===== src/rtl/i2c_register_sequencer.sv =====
// Register-access command sequencer feeding an I2C byte master.
// Turns one read/write command into the per-byte descriptor stream, with address-NACK retry.
module i2c_register_sequencer #(
  parameter int REG_ADDR_BYTES = 1,
  parameter int MAX_LEN        = 16,
  parameter int RETRIES        = 3
) (
  input  logic        clk_in,
  input  logic        reset,
  input  logic        cmd_valid,
  output logic        cmd_ready,
  input  logic        cmd_read,
  input  logic [6:0]  cmd_slave_addr,
  input  logic [15:0] cmd_reg_addr,
  input  logic [7:0]  cmd_len,
  input  logic [7:0]  wr_data,
  input  logic        wr_valid,
  output logic        wr_ready,
  output logic [7:0]  rd_data,
  output logic        rd_valid,
  output logic        done,
  output logic [1:0]  done_status,
  output logic        transfer_continue,
  output logic        repeated_start,
  output logic        mode,
  output logic [7:0]  data_in,
  input  logic [7:0]  data_rx,
  input  logic        data_rx_enable,
  input  logic        byte_done,
  input  logic        err,
  input  logic        bus_busy
);
  typedef enum logic [2:0] {IDLE, ADDR_W, REG, WDATA, ADDR_R, RDATA, STOP_WAIT, DONE} state_t;

  localparam logic [1:0] ST_OK        = 2'd0;
  localparam logic [1:0] ST_NACK_ADDR = 2'd1;
  localparam logic [1:0] ST_NACK_DATA = 2'd2;
  localparam logic [1:0] ST_ABORT     = 2'd3;
  localparam logic [7:0] MAX_LEN_B    = 8'(MAX_LEN);
  localparam logic [3:0] RETRIES_C    = 4'(RETRIES);
  localparam logic [0:0] REG_TOP      = 1'(REG_ADDR_BYTES - 1);

  state_t      state;
  logic        rd_cmd;
  logic [6:0]  slave;
  logic [15:0] reg_addr;
  logic [7:0]  len;
  logic [7:0]  byte_cnt;   // data bytes whose descriptor is not yet loaded
  logic [7:0]  fetch_cnt;  // write bytes still to be taken from the stream
  logic [3:0]  attempts;
  logic [0:0]  reg_idx;
  logic [1:0]  reason;
  logic [7:0]  wbuf;
  logic        wbuf_full;
  logic        abort_pend;
  logic [7:0]  len_clamped;
  logic        take;

  assign len_clamped = (cmd_len > MAX_LEN_B) ? MAX_LEN_B : cmd_len;
  // Single-entry prefetch buffer; the handshake is the pulse itself.
  assign take     = wr_valid && !wbuf_full && (fetch_cnt != 8'd0) && !rd_cmd &&
                    (state == REG || state == WDATA);
  assign wr_ready = take;

  always_ff @(posedge clk_in or posedge reset) begin
    if (reset) begin
      state             <= IDLE;
      cmd_ready         <= 1'b1;
      rd_cmd            <= 1'b0;
      slave             <= '0;
      reg_addr          <= '0;
      len               <= '0;
      byte_cnt          <= '0;
      fetch_cnt         <= '0;
      attempts          <= '0;
      reg_idx           <= '0;
      reason            <= ST_OK;
      wbuf              <= '0;
      wbuf_full         <= 1'b0;
      abort_pend        <= 1'b0;
      rd_data           <= '0;
      rd_valid          <= 1'b0;
      done              <= 1'b0;
      done_status       <= ST_OK;
      transfer_continue <= 1'b0;
      repeated_start    <= 1'b0;
      mode              <= 1'b0;
      data_in           <= '0;
    end else begin
      done     <= 1'b0;
      rd_valid <= 1'b0;

      if (take) begin
        wbuf      <= wr_data;
        wbuf_full <= 1'b1;
        fetch_cnt <= fetch_cnt - 8'd1;
      end

      if (state == RDATA && data_rx_enable) begin
        rd_valid <= 1'b1;
        rd_data  <= data_rx;
      end

      if (err && !byte_done && (state == ADDR_W || state == REG || state == WDATA || state == ADDR_R))
        abort_pend <= 1'b1;

      case (state)
        IDLE: begin
          cmd_ready <= 1'b1;
          if (cmd_valid && cmd_ready) begin
            cmd_ready         <= 1'b0;
            rd_cmd            <= cmd_read;
            slave             <= cmd_slave_addr;
            reg_addr          <= cmd_reg_addr;
            len               <= len_clamped;
            byte_cnt          <= len_clamped;
            fetch_cnt         <= cmd_read ? 8'd0 : len_clamped;
            attempts          <= '0;
            reason            <= ST_OK;
            wbuf_full         <= 1'b0;
            abort_pend        <= 1'b0;
            data_in           <= {cmd_slave_addr, 1'b0};
            mode              <= 1'b0;
            repeated_start    <= 1'b0;
            transfer_continue <= (cmd_len != 8'd0);
            state             <= ADDR_W;
          end
        end

        ADDR_W: if (byte_done) begin
          if (abort_pend) begin
            transfer_continue <= 1'b0; reason <= ST_ABORT; state <= STOP_WAIT;
          end else if (err) begin
            transfer_continue <= 1'b0; reason <= ST_NACK_ADDR; state <= STOP_WAIT;
          end else if (len == 8'd0) begin
            transfer_continue <= 1'b0; state <= STOP_WAIT;
          end else begin
            reg_idx           <= REG_TOP;
            data_in           <= REG_TOP[0] ? reg_addr[15:8] : reg_addr[7:0];
            transfer_continue <= 1'b1;
            state             <= REG;
          end
        end

        REG: if (byte_done) begin
          if (abort_pend) begin
            transfer_continue <= 1'b0; reason <= ST_ABORT; state <= STOP_WAIT;
          end else if (err) begin
            transfer_continue <= 1'b0; reason <= ST_NACK_DATA; state <= STOP_WAIT;
          end else if (reg_idx != 1'b0) begin
            reg_idx <= 1'b0;
            data_in <= reg_addr[7:0];
          end else if (rd_cmd) begin
            data_in        <= {slave, 1'b1};
            repeated_start <= 1'b1;
            state          <= ADDR_R;
          end else if (wbuf_full) begin
            data_in           <= wbuf;
            wbuf_full         <= 1'b0;
            transfer_continue <= (byte_cnt != 8'd1);
            byte_cnt          <= byte_cnt - 8'd1;
            state             <= WDATA;
          end else begin
            transfer_continue <= 1'b0; reason <= ST_ABORT; state <= STOP_WAIT;
          end
        end

        WDATA: if (byte_done) begin
          if (abort_pend) begin
            transfer_continue <= 1'b0; reason <= ST_ABORT; state <= STOP_WAIT;
          end else if (err) begin
            transfer_continue <= 1'b0; reason <= ST_NACK_DATA; state <= STOP_WAIT;
          end else if (byte_cnt == 8'd0) begin
            state <= STOP_WAIT;
          end else if (wbuf_full) begin
            data_in           <= wbuf;
            wbuf_full         <= 1'b0;
            transfer_continue <= (byte_cnt != 8'd1);
            byte_cnt          <= byte_cnt - 8'd1;
          end else begin
            transfer_continue <= 1'b0; reason <= ST_ABORT; state <= STOP_WAIT;
          end
        end

        ADDR_R: if (byte_done) begin
          if (abort_pend) begin
            transfer_continue <= 1'b0; reason <= ST_ABORT; state <= STOP_WAIT;
          end else if (err) begin
            transfer_continue <= 1'b0; reason <= ST_NACK_ADDR; state <= STOP_WAIT;
          end else begin
            repeated_start    <= 1'b0;
            mode              <= 1'b1;
            transfer_continue <= (byte_cnt != 8'd1);
            byte_cnt          <= byte_cnt - 8'd1;
            state             <= RDATA;
          end
        end

        // err is ignored here: the final NACK is ours, not a failure.
        RDATA: if (byte_done) begin
          if (byte_cnt == 8'd0) begin
            state <= STOP_WAIT;
          end else begin
            transfer_continue <= (byte_cnt != 8'd1);
            byte_cnt          <= byte_cnt - 8'd1;
          end
        end

        STOP_WAIT: if (!bus_busy) begin
          if (reason == ST_NACK_ADDR && attempts < RETRIES_C) begin
            attempts          <= attempts + 4'd1;
            reason            <= ST_OK;
            byte_cnt          <= len;
            fetch_cnt         <= rd_cmd ? 8'd0 : len;
            wbuf_full         <= 1'b0;
            abort_pend        <= 1'b0;
            data_in           <= {slave, 1'b0};
            mode              <= 1'b0;
            repeated_start    <= 1'b0;
            transfer_continue <= (len != 8'd0);
            state             <= ADDR_W;
          end else begin
            state <= DONE;
          end
        end

        DONE: begin
          done        <= 1'b1;
          done_status <= reason;
          state       <= IDLE;
        end

        default: state <= IDLE;
      endcase
    end
  end
endmodule


===== config.mk =====
export PLATFORM = sky130hd
export DESIGN_NAME = i2c_register_sequencer
export DESIGN_NICKNAME = d
export VERILOG_FILES = /design/src/rtl/i2c_register_sequencer.sv
export SDC_FILE = /design/constraint.sdc
export NUM_CORES = 1
export LEC_CHECK = 0
export ABC_AREA = 1
export ABC_CLOCK_PERIOD_IN_PS = 3050
export BUFFER_PORTS_ARGS = -buffer_cell sky130_fd_sc_hd__buf_4
export CAP_MARGIN = 20
export CORE_UTILIZATION = 40
export DETAILED_ROUTE_END_ITERATION = 7
export GPL_TIMING_DRIVEN = 1
export PLACE_DENSITY = 0.57
export SYNTH_ARGS = -nofsm -noshare
export SYNTH_HDL_FRONTEND = slang
export SYNTH_SLANG_ARGS = --single-unit
export TNS_END_PERCENT = 50

===== constraint.sdc =====
create_clock -name clk_in -period 3.05 [get_ports clk_in]
set_clock_uncertainty 0.2 [all_clocks]
set_input_delay 0.305 -clock clk_in [delete_from_list [all_inputs] [get_ports clk_in]]
set_output_delay 0.305 -clock clk_in [all_outputs]
set_load 0.1 [all_outputs]

==> key figures <==
Outcome
  – Status: finished, violations left
  – Failing checks: DRC

STA
  – Fin crit period: 2650 ps
  – Relative slew slack: 39.5%
  – Final setup vio count: 0
  – FMAX: 0.378 GHz
  – RSZ-0062 raised after global routing: no
  – Post-route setup TNS: 0 ps
  – Final Cycle Share: 86.8%
  – Endpoints failing hold: 0
  – Slew Limit Fails: 0
  – Worst-margin pin slew: 907 ps

Clocking
  – Clock Path Buffers: 2
  – TritonCTS buffer count: 9
  – Root Buffer: clkbuf_16
  – Worst-path clk slew: 60 ps
  – H-tree depth: 3
  – Sink Count: 83
  – Clock Latency Late Sink: 340 ps
  – CTS tree: yes

Detailed routing
  – Final ANT Viol Nets: 0
  – WL final: 14.4 mm
  – # DRC: 6
  – Drt wl/cell: 14.9 um
  – DRT Pass-1 Iters: 8
  – Via density: 5.08
  – First DRT Iteration DRCs: 431
  – Detailed-route via count: 4896

Logic synthesis
  – Post-Syn Area: 4810 sq um
  – Cell variety after synth: 33
  – Avg Cell Area, Syn: 6.75 sq um
  – Register area share after synthesis: 43.2%
  – Post-synth EDFFs: 0
  – #FFs+latches synth: 83
  – Syn. warnings: 0
  – Ys flop type: dfrtp_1
  – Syn_nets: 772
  – Post-synthesis cell count: 712
  – Asr flop ratio synth: 100%

Setup path
  – Critical Path RT: 2540 ps
  – Critical Path AT: 2140 ps
  – Worst path cell trace: nand3_1 > nor2_1 > nand2_1 > inv_2 > buf_4
  – Critical path class: reg -> out
  – Startpoint Class: flop
  – Max stage delay on crit path: 600 ps
  – Crit-path slowest cell: dfrtp_1
  – CP max FO: 13
  – Crit end category: output port

Pwr
  – Leak: 3.42 nW
  – Max rail drop VDD: 0.776 mV
  – Pwr Density: 1200 nW/um^2

Layout
  – Fin util: 53.1%
  – Nets: 876
  – Fraction of layout instances using a drive strength above 1: 14.6%
  – Final Cell Area: 6150 sq um
  – Final Non-Filler Cells: 964
  – Area Overhead vs Synth: 27.8%
  – Diode count: 0

Global routing
  – First-pass GRT wire length: 23.8 mm
  – Tot GR Track Use: 24.7%
  – Largest net degree at the start of global routing: 40
  – GRT overflow: 0
  – Initial antenna violation count: 0
  – Vias in the first global route: 4734

Placed design
  – Placed cell area: 5540 sq um
  – I/O Buffers: 72
  – Final HPWL DP: 10.8 mm
  – GP Congestion: 0.947
  – Placed Instances: 920

Floorplanning
  – Num ports: 81
  – Rows: 39
  – Die Width: 112 um
  – Core area: 11600 sq um
  – Die Y: 112 um
  – Die area: 12500 sq um
  – Starting Density: 41.6%

Hold path
  – Hold WC Path Type: in -> reg

Flow run
  – Max Cap Viol: 0
==> worst paths after layout <==
path                                            to                     from  cells past startpoint  slack [ps]
setup / recovery                          wr_ready     state[1]$_DFFE_PP0P_                      5         400
hold / removal                  len[1]$_DFFE_PP0P_               cmd_len[1]                      3          30
hold reg to reg            attempts[2]$_DFFE_PP0P_  attempts[2]$_DFFE_PP0P_                      2         270
min in group asynchronous   rd_data[7]$_DFFE_PP0P_                    reset                      3         350
setup reg to reg           byte_cnt[4]$_DFFE_PP0P_     state[1]$_DFFE_PP0P_                      8         560
max in group asynchronous    cmd_ready$_DFFE_PP1P_                    reset                      4        1670
==> registers in the layout (all words and copies together) (netlist names), 2 cells and up <==
register,count
done_status,2
state,3
fetch_cnt,8
rd_data,8
reg_addr,8
len,8
wbuf,8
byte_cnt,8
data_in,8
attempts,4
slave,7
reason,2
==> repair_timing <==
action | 4_1_cts | 5_1_grt
setup buffers | 0 | 0
hold buffers | 28 | 0
hold endpoints to repair | 53 | 0
gates resized for setup | 0 | 0
==> through the flow <==
step	hold slack (ps)	power [W]	setup slack [ps]
after global routing	41.3	0.00791	273
after CTS	28.7	0.00736	401
after detailed placement	162	0.00610	627
final	34.5	0.00735	403
after floorplan	215	0.00503	410
after global placement	162	0.00606	630
==> synthesized netlist by cell type, types with 2 or more instances <==
cell type	n	area (sq um)
nand2_1	324	1220
dfrtp_1	82	2050
nand3_1	69	345
inv_1	60	225
nor2_1	47	176
o21ai_0	33	165
a21oi_1	16	80.1
nand4_1	12	75.1
clkbuf_1	10	37.5
inv_2	7	26.3
o211ai_1	6	45.0
xor2_1	6	52.6
buf_2	5	25.0
ha_1	4	50.1
nand2_2	3	18.8
nor2_2	3	18.8
nor3_1	3	15.0
or2_2	3	18.8
clkinv_1	2	7.51
nand3_2	2	20.0
nor2_4	2	22.5
o21bai_1	2	15.0
==> report_power, final <==
part           switching, W  leakage, nW  total, W  internal, W
Clock              0.000443        0.165   0.00120     0.000758
Sequential         0.000356         1.07   0.00191      0.00155
Combinational       0.00308         2.18   0.00424      0.00116
Total               0.00388         3.42   0.00735      0.00347
==> cell usage in the layout, fill, tap and decap left out, types with 9 or more instances in the layout <==
cell,synthesis,routed
nand3_1,69,69
o21ai_0,33,33
clkbuf_16,0,9
inv_1,60,59
buf_4,1,80
dfrtp_1,82,82
nand4_1,12,12
nand2_1,324,324
nor2_1,47,47
a21oi_1,16,16
dlygate4sd3_1,0,28
==> cells by family after synthesis <==
family | share of synthesized area (%)
and+or+nand+nor | 40.7
xor gates and xnor gates | 1.28
AOI/OAI and AO/OA | 6.87
DFF | 43.2
adders and majority gates | 1.04
buffers and inverters | 6.85
==> area by class of cell <==
cell class	count	area, sq um
Tap cell	143	179
Sequential cell	83	2080
Fill cell	1173	5420
Clock buffer	11	253
Timing Repair Buffer	109	901
Inverter	69	260
Clock inverter	5	75.1
Multi-Input combinational cell	544	2400
==> critical path: cells and delay by family, from the launching register on <==
family,cells,cell delay (ps)
buf+inv,2,550
flops,1,600
simple gates,3,640
==> per-layer routing <==
| metal | GRT usage [%] | wire length (um) | vias up |
|---|---|---|---|
| met1 | 34.7 | 6810 | 2241 |
| met4 | 9.82 | 314 | 0 |
| li1 | - | - | 2458 |
| met3 | 3.86 | 918 | 26 |
| met2 | 38.1 | 6370 | 171 |
| met5 | 0 | 0 | - |
No activity file was read; power rests on OpenSTA's default activity.
